[src/rtl/pingpong_frame_buffer_if.sv]
// Producer/consumer bundle for the ping-pong frame buffer.
// The master side is the producer plus consumer; the slave side is the buffer.
interface pingpong_frame_buffer_if #(
  parameter int DATA_W = 8
);
  logic              wr_valid;
  logic [DATA_W-1:0] wr_data;
  logic              wr_last;
  logic              wr_ready;
  logic              rd_en;
  logic              rd_valid;
  logic [DATA_W-1:0] rd_data;
  logic              rd_last;
  logic              underrun;
  logic              swap_pulse;
  logic              front_sel;

  modport master (
    output wr_valid, wr_data, wr_last, rd_en,
    input  wr_ready, rd_valid, rd_data, rd_last, underrun, swap_pulse, front_sel
  );

  modport slave (
    input  wr_valid, wr_data, wr_last, rd_en,
    output wr_ready, rd_valid, rd_data, rd_last, underrun, swap_pulse, front_sel
  );
endinterface

[src/rtl/pingpong_frame_buffer.sv]
// Ping-pong frame buffer: the producer fills the back bank while the consumer
// drains the front bank. Banks swap once the back frame is committed (full or
// wr_last) and the front frame is fully read. Reads have one cycle of latency.
module pingpong_frame_buffer #(
  parameter int DATA_W = 8,
  parameter int DEPTH  = 32,
  parameter int ADDR_W = 5
) (
  input  logic                    clk,
  input  logic                    resetn,
  input  logic                    flush,
  pingpong_frame_buffer_if.slave  bus
);

  localparam int CNT_W = ADDR_W + 1;
  localparam logic [ADDR_W-1:0] LAST_ADDR = ADDR_W'(DEPTH - 1);

  typedef enum logic {
    FILLING   = 1'b0,
    COMMITTED = 1'b1
  } back_state_e;

  back_state_e       state_q, state_d;
  logic              front_sel_q, front_sel_d;
  logic [ADDR_W-1:0] wr_ptr_q, wr_ptr_d;
  logic [ADDR_W-1:0] rd_ptr_q, rd_ptr_d;
  logic [CNT_W-1:0]  back_len_q, back_len_d;
  logic [CNT_W-1:0]  front_cnt_q, front_cnt_d;
  logic              rd_valid_q, rd_valid_d;
  logic [DATA_W-1:0] rd_data_q, rd_data_d;
  logic              rd_last_q, rd_last_d;
  logic              underrun_q, underrun_d;
  logic              swap_pulse_q, swap_pulse_d;

  logic [DATA_W-1:0] mem_q [2][DEPTH];

  logic wr_acc;
  logic rd_acc;
  logic front_empty;
  logic do_swap;

  assign front_empty = (front_cnt_q == '0);
  assign wr_acc      = bus.wr_valid && (state_q == FILLING);
  assign rd_acc      = bus.rd_en && !front_empty;
  // The swap waits for a read-empty front, so it never lands on the last read.
  assign do_swap     = (state_q == COMMITTED) && front_empty;

  // Next-state for the back-side fill FSM, front counters and read outputs.
  always_comb begin
    state_d      = state_q;
    front_sel_d  = front_sel_q;
    wr_ptr_d     = wr_ptr_q;
    rd_ptr_d     = rd_ptr_q;
    back_len_d   = back_len_q;
    front_cnt_d  = front_cnt_q;
    rd_valid_d   = rd_acc;
    rd_data_d    = rd_data_q;
    rd_last_d    = 1'b0;
    underrun_d   = bus.rd_en && front_empty;
    swap_pulse_d = do_swap;

    if (wr_acc) begin
      if ((wr_ptr_q == LAST_ADDR) || bus.wr_last) begin
        // Pointer parks on the final word; it is rewound at the swap.
        state_d    = COMMITTED;
        back_len_d = {1'b0, wr_ptr_q} + 1'b1;
      end else begin
        wr_ptr_d = wr_ptr_q + 1'b1;
      end
    end

    if (rd_acc) begin
      rd_data_d   = mem_q[front_sel_q][rd_ptr_q];
      rd_last_d   = (front_cnt_q == CNT_W'(1));
      front_cnt_d = front_cnt_q - 1'b1;
      if (front_cnt_q != CNT_W'(1)) begin
        rd_ptr_d = rd_ptr_q + 1'b1;
      end
    end

    if (do_swap) begin
      state_d     = FILLING;
      front_sel_d = ~front_sel_q;
      front_cnt_d = back_len_q;
      rd_ptr_d    = '0;
      wr_ptr_d    = '0;
    end
  end

  // Control and output registers; flush clears everything except rd_data.
  always_ff @(posedge clk) begin
    if (!resetn) begin
      state_q      <= FILLING;
      front_sel_q  <= 1'b0;
      wr_ptr_q     <= '0;
      rd_ptr_q     <= '0;
      back_len_q   <= '0;
      front_cnt_q  <= '0;
      rd_valid_q   <= 1'b0;
      rd_data_q    <= '0;
      rd_last_q    <= 1'b0;
      underrun_q   <= 1'b0;
      swap_pulse_q <= 1'b0;
    end else if (flush) begin
      state_q      <= FILLING;
      front_sel_q  <= 1'b0;
      wr_ptr_q     <= '0;
      rd_ptr_q     <= '0;
      back_len_q   <= '0;
      front_cnt_q  <= '0;
      rd_valid_q   <= 1'b0;
      rd_last_q    <= 1'b0;
      underrun_q   <= 1'b0;
      swap_pulse_q <= 1'b0;
    end else begin
      state_q      <= state_d;
      front_sel_q  <= front_sel_d;
      wr_ptr_q     <= wr_ptr_d;
      rd_ptr_q     <= rd_ptr_d;
      back_len_q   <= back_len_d;
      front_cnt_q  <= front_cnt_d;
      rd_valid_q   <= rd_valid_d;
      rd_data_q    <= rd_data_d;
      rd_last_q    <= rd_last_d;
      underrun_q   <= underrun_d;
      swap_pulse_q <= swap_pulse_d;
    end
  end

  // Bank storage: accepted words go into the back bank; never cleared.
  always_ff @(posedge clk) begin
    if (resetn && !flush && wr_acc) begin
      mem_q[~front_sel_q][wr_ptr_q] <= bus.wr_data;
    end
  end

  assign bus.wr_ready   = (state_q == FILLING);
  assign bus.rd_valid   = rd_valid_q;
  assign bus.rd_data    = rd_data_q;
  assign bus.rd_last    = rd_last_q;
  assign bus.underrun   = underrun_q;
  assign bus.swap_pulse = swap_pulse_q;
  assign bus.front_sel  = front_sel_q;

endmodule
[src/flat_wrapper.sv]
// flat-port wrapper written by rule: the top's interface ports become plain ports
module pingpong_frame_buffer_flat 
#(
  parameter int DATA_W = 8,
  parameter int DEPTH  = 32,
  parameter int ADDR_W = 5
)
  (clk, resetn, flush, bus_wr_valid, bus_wr_data, bus_wr_last, bus_rd_en, bus_wr_ready, bus_rd_valid, bus_rd_data, bus_rd_last, bus_underrun, bus_swap_pulse, bus_front_sel);
  pingpong_frame_buffer_if #(.DATA_W(DATA_W)) bus_i ();
  input  logic clk;
  input  logic resetn;
  input  logic flush;
  input wire logic [$bits(bus_i.wr_valid)-1:0] bus_wr_valid;
  input wire logic [$bits(bus_i.wr_data)-1:0] bus_wr_data;
  input wire logic [$bits(bus_i.wr_last)-1:0] bus_wr_last;
  input wire logic [$bits(bus_i.rd_en)-1:0] bus_rd_en;
  output wire logic [$bits(bus_i.wr_ready)-1:0] bus_wr_ready;
  output wire logic [$bits(bus_i.rd_valid)-1:0] bus_rd_valid;
  output wire logic [$bits(bus_i.rd_data)-1:0] bus_rd_data;
  output wire logic [$bits(bus_i.rd_last)-1:0] bus_rd_last;
  output wire logic [$bits(bus_i.underrun)-1:0] bus_underrun;
  output wire logic [$bits(bus_i.swap_pulse)-1:0] bus_swap_pulse;
  output wire logic [$bits(bus_i.front_sel)-1:0] bus_front_sel;
  assign bus_i.wr_valid = bus_wr_valid;
  assign bus_i.wr_data = bus_wr_data;
  assign bus_i.wr_last = bus_wr_last;
  assign bus_i.rd_en = bus_rd_en;
  assign bus_wr_ready = bus_i.wr_ready;
  assign bus_rd_valid = bus_i.rd_valid;
  assign bus_rd_data = bus_i.rd_data;
  assign bus_rd_last = bus_i.rd_last;
  assign bus_underrun = bus_i.underrun;
  assign bus_swap_pulse = bus_i.swap_pulse;
  assign bus_front_sel = bus_i.front_sel;
  pingpong_frame_buffer #(.DATA_W(DATA_W), .DEPTH(DEPTH), .ADDR_W(ADDR_W)) u_core (.clk(clk), .resetn(resetn), .flush(flush), .bus(bus_i));
endmodule
[config.mk]
export PLATFORM = sky130hd
export DESIGN_NAME = pingpong_frame_buffer_flat
export DESIGN_NICKNAME = d
export VERILOG_FILES = /design/src/rtl/pingpong_frame_buffer_if.sv /design/src/rtl/pingpong_frame_buffer.sv /design/src/flat_wrapper.sv
export SDC_FILE = /design/constraint.sdc
export NUM_CORES = 1
export LEC_CHECK = 0
export BUFFER_PORTS_ARGS = -buffer_cell sky130_fd_sc_hd__buf_2
export CORE_MARGIN = 10
export CORE_UTILIZATION = 45
export DETAILED_ROUTE_END_ITERATION = 16
export GPL_TIMING_DRIVEN = 0
export PLACE_DENSITY = 0.64
export REMOVE_ABC_BUFFERS = 1
export SETUP_SLACK_MARGIN = 0.15
export SYNTH_ARGS = -nofsm -noshare
export SYNTH_HDL_FRONTEND = slang
export SYNTH_SLANG_ARGS = --single-unit
[constraint.sdc]
create_clock -name clk -period 2.5 [get_ports clk]
set_clock_uncertainty 0.05 [all_clocks]
set_input_delay 0.125 -clock clk [delete_from_list [all_inputs] [get_ports clk]]
set_output_delay 0.125 -clock clk [all_outputs]
set_load 0.02 [all_outputs]
==> flow_metrics.env, run 1 <==
export IMPL_hold_worst_slack_ns=0.0509
export IMPL_fin_ws_ns=-0.00534
export IMPL_drtIter0Drc=1372
export IMPL_synth_top_area_share_pct=70.8
export IMPL_cts_inserted_buffers=54
export IMPL_gr_usage_met1_pct=24.8
export IMPL_tightest_slew_ns=1.35
export IMPL_multi_input_area_um2=5750
export IMPL_path_class="reg -> reg"
export IMPL_nFillCells=3690
export IMPL_clock_sinks=549
export IMPL_grt_pass1_wl_um=75600
export IMPL_cp_data_required_time_ns=2.68
export IMPL_layout_drive_gt1_share_pct=26.2
export IMPL_clkLatencyLatePin_ns=0.60
export IMPL_gr_usage_met3_pct=4.05
export IMPL_synth_area_um2=21700
export IMPL_finalMaxSlewViolations=0
export IMPL_final_util_pct=53.0
export IMPL_grt_busiest_layer="met2"
export IMPL_fp_row_count=80
export IMPL_fin_crit_ns=2.51
export IMPL_avgSynthCellArea_um2=18.2
export IMPL_ys_async_sr_fraction_pct=0
export IMPL_cts_root_buf="clkbuf_16"
export IMPL_track_usage_pct=17.9
export IMPL_ir_drop_v=0.000517
export IMPL_vias_per_cell=6.02
export IMPL_yosys_register_bits=549
export IMPL_syn2layout_area_growth_pct=16.6
export IMPL_violations="setup timing"
export IMPL_io_pins=28
export IMPL_synth_top_cell_by_area="edfxtp_1"
export IMPL_die_w_um=240
export IMPL_ys_flop_type="edfxtp_1"
export IMPL_initial_utilization_pct=45.5
export IMPL_min_path_type="in -> reg"
export IMPL_vias=11632
export IMPL_synth_cells=1194
export IMPL_ant_nets=0
export IMPL_p_leak_uw=0.00757
export IMPL_hold_violations=0
export IMPL_synth_edf_count=512
export IMPL_antenna_cells=0
export IMPL_fin_nets=1297
export IMPL_dp_cells=1784
export IMPL_power_density_nw_per_um2=727
export IMPL_drt_total_wl_um=52800
export IMPL_grt_max_degree=65
export IMPL_cts_tree="yes"
export IMPL_grtUsageMet2_pct=27.6
export IMPL_wl_per_cell_um=27.3
export IMPL_startpoint_type="flop"
export IMPL_min_period_over_period_pct=100
export IMPL_end_kind="flop"
export IMPL_fmax_ghz=0.399
export IMPL_synthDistinctLibCells=58
export IMPL_seq_area_um2=16100
export IMPL_antenna_found_initial=0
export IMPL_rsz0062_at_grt="yes"
export IMPL_first_global_vias=11319
export IMPL_cts_clk_slew_worst_paths_ns=0.06
export IMPL_crit_fanout=11
export IMPL_yosysWarnings=0
export IMPL_portBuffers=27
export IMPL_core_area_um2=47700
export IMPL_worstPathArrival_ns=2.68
export IMPL_final_cells=1932
export IMPL_firstDrtPassIters=5
export IMPL_maxCapViolations=0
export IMPL_htree_num_levels=2
export IMPL_status="finished, violations left"
export IMPL_yosysSeqAreaShare_pct=74.2
export IMPL_post_place_ws_ns=-0.722
export IMPL_synth_area_top_cells="edfxtp_1 71%, mux4_2 8.1%, mux2i_1 5.2%"
export IMPL_clock_path_buffers=3
export IMPL_dp_hpwl_um=29300
export IMPL_setup_viol=7
export IMPL_die_area_um2=57400
export IMPL_place_gp_congestion=0.865
export IMPL_drc=0
export IMPL_die_h_um=240
export IMPL_grt_ovfl_total=0
export IMPL_max_slew_margin_pct=9.67
[logic make-up after synthesis]
kind of cell	Yosys count	share of synthesized area, %
adders and majority gates	8	0.461
DFF	549	74.2
and+or+nand+nor	202	4.07
AOI/OAI and AO/OA	161	5.31
buffers and inverters	71	2.14
muxes	193	13.4
xor gates and xnor gates	10	0.403
[cells in the final DEF (no fill, tap or decap), types with 6 or more instances in the layout]
cell           instances
clkbuf_1              18
a211oi_1              13
buf_16                 9
buf_4                 28
nand3b_1               6
clkinv_2               8
a21oi_1               33
o21ai_0               19
edfxtp_1             512
o22ai_1               11
nor2_1                36
buf_12                 6
nor2_2                21
ha_1                   8
inv_1                  9
nor2_4                46
dlygate4sd3_1          7
clkbuf_16             59
clkinv_1               9
buf_2                 27
mux4_2                78
nand2_1               50
a221oi_1              21
o221ai_1              12
mux2i_1              110
xnor2_1                8
dfxtp_1               30
[final cells by class]
class,instances,share of cell area [%]
Clock buffer,78,6.06
Clock inverter,20,0.558
Inverter,11,0.188
Multi-Input combinational cell,576,22.7
Sequential cell,549,63.7
Tap cell,615,3.04
Timing Repair Buffer,83,3.73
[critical path: stages, from the launching register on]
cell     delay (ns)
dfxtp_1        0.85
nand2_1        0.63
nor2_2         0.58
[power breakdown]
part	switching [uW]	internal (uW)
Sequential	25.3	10100
Clock	3320	4440
Combinational	388	181
Total	3740	14700
[repair_timing]
action | in CTS | in global routing
hold buffers | 7 | 0
resized for setup | 109 | 63
setup endpoints to repair | 494 | 501
endpoints found under the hold margin | 13 | 0
setup buffers | 10 | 23
pin swaps | 6 | 5
cloned | 7 | 3
[per-layer routing]
metal / wire length, um / part of all wire [%]
met5: 0 / 0
met4: 1540 / 2.9
met3: 4570 / 8.7
met2: 24500 / 46
met1: 22200 / 42
[sequential cells by signal, summed over array words and instances (netlist names), named ones only]
signal	cells
u_core.bus.rd_data	8
u_core.rd_ptr_q	5
u_core.bus.rd_valid	1
u_core.bus.swap_pulse	1
u_core.front_cnt_q	6
u_core.wr_ptr_q	5
u_core.bus.rd_last	1
u_core.back_len_q	6
u_core.bus.underrun	1
u_core.mem_q	512
u_core.state_q	1
u_core.bus.front_sel	1
[cell usage after synthesis (all sizes together), types with 3 or more instances]
master / number
nand3b: 5
a21oi: 33
nand4: 3
o221ai: 13
o32ai: 3
edfxtp: 512
and2: 3
a221o: 4
a211oi: 16
buf: 32
nor2: 103
nor3: 6
o211ai: 6
mux2i: 112
mux4: 78
a2111oi: 5
o22ai: 13
a22oi: 4
mux2: 3
clkbuf: 28
nand2b: 4
nand3: 3
dfxtp: 37
a221oi: 22
a32o: 4
and3: 5
o21ai: 28
inv: 10
ha: 8
nor2b: 6
xnor2: 8
nand2: 56
[final timing paths]
kind / start / endpoint / slack, ns / cells after the start
worst min register to register: u_core.back_len_q[4] / u_core.back_len_q[4] / 0.42 / 2
worst max-delay path: u_core.wr_ptr_q[4] / u_core.mem_q[0][100] / -0.005 / 2
worst min-delay path: flush / u_core.bus.rd_last / 0.05 / 4
worst max register to register: u_core.wr_ptr_q[4] / u_core.mem_q[0][100] / -0.005 / 2
[per-stage QoR]
step / total power (uW) / area (um^2) / setup TNS [ns]
floorplan: 10500 / 21300 / -44.24
global placement: 10800 / 22200 / -282.25
detailed placement: 10800 / 22400 / -214.05
CTS: 18500 / 24800 / -5.71
global route: 18900 / 25300 / -0.0892
finish: 18400 / 25300 / -0.0283
Power figures use the tool's default switching activity.
==> run 2, diff against run 1 <==
--- a/config.mk
+++ b/config.mk
@@ -7,10 +7,10 @@
 export LEC_CHECK = 0
 export BUFFER_PORTS_ARGS = -buffer_cell sky130_fd_sc_hd__buf_2
 export CORE_MARGIN = 10
-export CORE_UTILIZATION = 45
+export CORE_UTILIZATION = 40
 export DETAILED_ROUTE_END_ITERATION = 16
 export GPL_TIMING_DRIVEN = 0
-export PLACE_DENSITY = 0.64
+export PLACE_DENSITY = 0.59
 export REMOVE_ABC_BUFFERS = 1
 export SETUP_SLACK_MARGIN = 0.15
 export SYNTH_ARGS = -nofsm -noshare
==> flow_metrics.env, run 2 (synthesized netlist as in run 1, its figures left out) <==
export IMPL_initial_utilization_pct=40.4
export IMPL_core_area_um2=53800
export IMPL_hold_worst_slack_ns=0.0546
export IMPL_drc=0
export IMPL_p_leak_uw=0.00762
export IMPL_cts_root_buf="clkbuf_16"
export IMPL_rsz0062_at_grt="yes"
export IMPL_clock_path_buffers=3
export IMPL_vias_per_cell=5.69
export IMPL_grt_max_degree=65
export IMPL_syn2layout_area_growth_pct=17.3
export IMPL_crit_chain="nor2b_1, and3_1, nand2_1, nor2_2"
export IMPL_cts_tree="yes"
export IMPL_wl_per_cell_um=26.7
export IMPL_end_kind="flop"
export IMPL_clkLatencyLatePin_ns=0.59
export IMPL_final_common_cell="edfxtp_1"
export IMPL_largest_reg_flops=512
export IMPL_fin_ws_ns=-0.0137
export IMPL_first_global_vias=11264
export IMPL_place_gp_congestion=0.799
export IMPL_min_period_over_period_pct=101
export IMPL_drtIter0Drc=1049
export IMPL_drt_total_wl_um=54100
export IMPL_tightest_slew_ns=1.35
export IMPL_crit_fanout=8
export IMPL_power_density_nw_per_um2=727
export IMPL_firstDrtPassIters=7
export IMPL_io_pins=28
export IMPL_finalSetupTns_ns=-0.0869
export IMPL_path_class="reg -> reg"
export IMPL_antenna_cells=0
export IMPL_setup_viol=8
export IMPL_cts_inserted_buffers=56
export IMPL_final_cell_mix="512 x edfxtp_1, 112 x mux2i_1, 78 x mux4_2, 59 x clkbuf_16, 49 x nand2_1"
export IMPL_layout_drive_gt1_share_pct=26.1
export IMPL_slowest_delay_ns=0.71
export IMPL_vias=11525
export IMPL_status="finished, violations left"
export IMPL_min_path_type="in -> reg"
export IMPL_clock_sinks=549
export IMPL_startpoint_type="flop"
export IMPL_antenna_found_initial=0
export IMPL_ir_drop_v=0.000480
export IMPL_track_usage_pct=16.6
export IMPL_die_area_um2=64000
export IMPL_hold_violations=0
export IMPL_max_slew_margin_pct=10.1
export IMPL_nFillCells=4477
export IMPL_maxCapViolations=0
export IMPL_fmax_ghz=0.398
export IMPL_worstPathArrival_ns=2.70
export IMPL_slowest_stage="nor2_2"
export IMPL_fp_row_count=85
export IMPL_ant_nets=0
export IMPL_fin_crit_ns=2.51
export IMPL_die_h_um=253
export IMPL_cts_clk_slew_worst_paths_ns=0.06
export IMPL_htree_num_levels=2
export IMPL_grt_ovfl_total=0
export IMPL_top_register="u_core.mem_q"
export IMPL_fin_nets=1308
export IMPL_dp_hpwl_um=30100
export IMPL_portBuffers=27
export IMPL_finalMaxSlewViolations=0
export IMPL_die_w_um=253
export IMPL_violations="setup timing"
export IMPL_cp_data_required_time_ns=2.68
export IMPL_grt_pass1_wl_um=77600
[run 2: critical path: cells and delay by family, from the launching register on]
| kind | cells | cell delay [ns] |
|---|---|---|
| flip-flops | 1 | 0.35 |
| AND/OR/NAND/NOR | 4 | 1.74 |
[run 2: timing repair]
item / in CTS / in global routing
setup endpoints to repair: 513 / 263
endpoints found under the hold margin: 15 / 0
pin swaps: 5 / 5
buffers inserted: 13 / 33
gates cloned: 5 / 3
hold buffers: 5 / 0
resized for setup: 143 / 24
[run 2: path summary, 6_finish.rpt]
kind / to / slack (ns) / from / depth (start not counted)
worst min-delay path: u_core.bus.rd_data[6] / 0.05 / resetn / 4
worst min register to register: u_core.back_len_q[5] / 0.41 / u_core.back_len_q[5] / 2
worst max-delay path: u_core.mem_q[0][26] / -0.01 / u_core.state_q / 4
worst max register to register: u_core.mem_q[0][26] / -0.01 / u_core.state_q / 4
[run 2: final cells by class]
type                       count  area [um^2]  share of cell area [%]
sequential                   549        16100                    63.3
multi-input combinational    576         5730                    22.5
clock buffer                  84         1540                    6.03
timing repair buffer          92         1000                    3.94
tap                          696          871                    3.42
clock inverter                17          159                   0.624
inverter                      11         47.5                   0.187
[run 2: where the power goes]
part / internal [uW] / leakage (uW) / switching, uW
sequential: 10100 / 0.00491 / 28.8
combinational: 185 / 0.00189 / 393
clock: 4530 / 0.000820 / 3320
total: 14800 / 0.00762 / 3740
[run 2: through the flow]
stage               power, uW  worst slack (ns)  instance area (um^2)  cells  utilization [%]
floorplan               10500             -5.56                 21300   1134                -
global placement        10800             -9.09                 22300   1857             41.4
detailed placement      10800            -0.933                 22500   1865             41.9
CTS                     18600            0.0682                 25000   1989             46.5
global route            19100           -0.0389                 25500   2025             47.3
finish                  18500           -0.0137                 25500   2025             47.3
[run 2: layer usage]
metal  vias up  GRT usage, %  part of all wire, %
li1       5022             -                    -
met1      5984          23.3                   43
met2       420          25.0                   46
met3        99          3.54                  7.5
met4         0          6.62                  3.7
met5         -             0                    0
==> run 3, diff against run 2 <==
--- a/config.mk
+++ b/config.mk
@@ -5,12 +5,12 @@
 export SDC_FILE = /design/constraint.sdc
 export NUM_CORES = 1
 export LEC_CHECK = 0
-export BUFFER_PORTS_ARGS = -buffer_cell sky130_fd_sc_hd__buf_2
 export CORE_MARGIN = 10
 export CORE_UTILIZATION = 40
 export DETAILED_ROUTE_END_ITERATION = 16
+export DONT_BUFFER_PORTS = 1
 export GPL_TIMING_DRIVEN = 0
-export PLACE_DENSITY = 0.59
+export PLACE_DENSITY = 0.58
 export REMOVE_ABC_BUFFERS = 1
 export SETUP_SLACK_MARGIN = 0.15
 export SYNTH_ARGS = -nofsm -noshare
==> flow_metrics.env, run 3 (synthesized netlist as in run 1, its figures left out) <==
export IMPL_fin_nets=1291
export IMPL_end_kind="flop"
export IMPL_fin_ws_ns=-0.0490
export IMPL_ir_drop_v=0.000484
export IMPL_place_area_um2=22400
export IMPL_final_cell_mix="512 x edfxtp_1, 109 x mux2i_1, 78 x mux4_2, 60 x clkbuf_16, 49 x nand2_1"
export IMPL_rsz0062_at_grt="yes"
export IMPL_core_area_um2=53800
export IMPL_path_class="reg -> reg"
export IMPL_ant_nets=0
export IMPL_min_path_type="in -> reg"
export IMPL_firstDrtPassIters=5
export IMPL_cts_inserted_buffers=56
export IMPL_setup_viol=154
export IMPL_finalMaxSlewViolations=0
export IMPL_grt_ovfl_total=0
export IMPL_antenna_cells=0
export IMPL_die_area_um2=64000
export IMPL_dp_hpwl_um=30800
export IMPL_drt_total_wl_um=55300
export IMPL_worstPathArrival_ns=2.73
export IMPL_clock_sinks=549
export IMPL_crit_fanout=8
export IMPL_layout_drive_gt1_share_pct=24.4
export IMPL_cts_root_buf="clkbuf_16"
export IMPL_drc=0
export IMPL_antenna_found_initial=0
export IMPL_cts_clk_slew_worst_paths_ns=0.06
export IMPL_die_w_um=253
export IMPL_die_h_um=253
export IMPL_min_period_over_period_pct=102
export IMPL_fp_row_count=85
export IMPL_place_gp_congestion=0.799
export IMPL_startpoint_type="flop"
export IMPL_maxCapViolations=0
export IMPL_violations="setup timing"
export IMPL_nFillCells=4445
export IMPL_clock_path_buffers=3
export IMPL_portBuffers=0
export IMPL_grt_pass1_wl_um=79800
export IMPL_multi_input_area_um2=5750
export IMPL_largest_reg_flops=512
export IMPL_status="finished, violations left"
export IMPL_p_leak_uw=0.00757
export IMPL_syn2layout_area_growth_pct=18.2
export IMPL_finalSetupTns_ns=-3.80
export IMPL_first_global_vias=11527
export IMPL_seq_area_um2=16100
export IMPL_io_pins=28
export IMPL_power_density_nw_per_um2=722
export IMPL_top_register="u_core.mem_q"
export IMPL_tightest_slew_ns=0.903
export IMPL_wl_per_cell_um=27.5
export IMPL_max_slew_margin_pct=39.7
export IMPL_vias=11526
export IMPL_initial_utilization_pct=40.4
export IMPL_grt_max_degree=65
export IMPL_cts_tree="yes"
export IMPL_final_common_cell="edfxtp_1"
export IMPL_drtIter0Drc=1134
export IMPL_hold_violations=0
export IMPL_vias_per_cell=5.74
export IMPL_track_usage_pct=17.0
export IMPL_htree_num_levels=2
export IMPL_fmax_ghz=0.392
export IMPL_clkLatencyLatePin_ns=0.61
export IMPL_final_area_um2=25700
export IMPL_cp_data_required_time_ns=2.68
export IMPL_fin_crit_ns=2.55
run 3: cell types whose count changed in the layout (fill, tap and decap cells not counted), sizes merged:
cell	before	now
clkbuf	86	88
inv	11	10
clkinv	12	15
clkinvlp	2	1
buf	82	46
dlygate4sd3	5	23
bufinv	3	1
run 3: final timing paths:
path	startpoint	endpoint	slack, ns	depth (start not counted)
setup / recovery	u_core.bus.front_sel	u_core.mem_q[0][85]	-0.05	3
hold / removal	resetn	u_core.bus.rd_last	0.02	4
setup reg to reg	u_core.bus.front_sel	u_core.mem_q[0][85]	-0.05	3
hold reg to reg	u_core.back_len_q[5]	u_core.back_len_q[5]	0.41	2
run 3: cell type report:
cell class,instances,area share [%]
well taps,696,3.39
clock inverters,16,0.371
multi-input cells,576,22.4
flip-flops and latches,549,62.9
repair buffers,75,4.55
clock buffers,85,6.20
inverters,11,0.195
run 3: metal layers:
layer / share of wire, % / vias up / track usage, % / wire [um]
li1: - / 4982 / - / -
met1: 44 / 6042 / 23.5 / 24100
met2: 46 / 411 / 26.5 / 25700
met3: 7.0 / 91 / 3.01 / 3860
met4: 3.0 / 0 / 6.28 / 1680
met5: 0 / - / 0 / 0
run 3: worst max-delay path, stage by stage (launching register included):
cell and delay, ns:
dfxtp_1 0.57, and3_1 0.33, nand2_1 0.55, nor2_2 0.67
run 3: power by group:
part	leakage, uW	internal, uW	total, uW	switching [uW]
logic	0.00185	229	621	392
clock network	0.000819	4450	7800	3350
registers	0.00491	10100	10100	43.6
run 3: what timing repair did:
action | CTS | global route
gates cloned | 6 | 3
setup buffers | 13 | 14
resized for setup | 133 | 40
hold buffers | 31 | 0
pin swaps | 2 | 7
endpoints found under the hold margin | 547 | 0
setup endpoints to repair | 520 | 462
run 3: stage by stage:
step / hold WS, ns / setup WS (ns) / total power (uW) / utilization, % / instances
after floorplan: 0.174 / -5.56 / 10500 / - / 1134
after detailed placement: 0.180 / -0.972 / 10600 / 41.7 / 1840
final: 0.0205 / -0.0490 / 18500 / 47.7 / 2008
after CTS: 0.0634 / -0.0678 / 18600 / 47.0 / 1991
after global placement: 0.181 / -9.31 / 10700 / 41.2 / 1830
after global routing: 0.0657 / -0.143 / 19000 / 47.7 / 2008
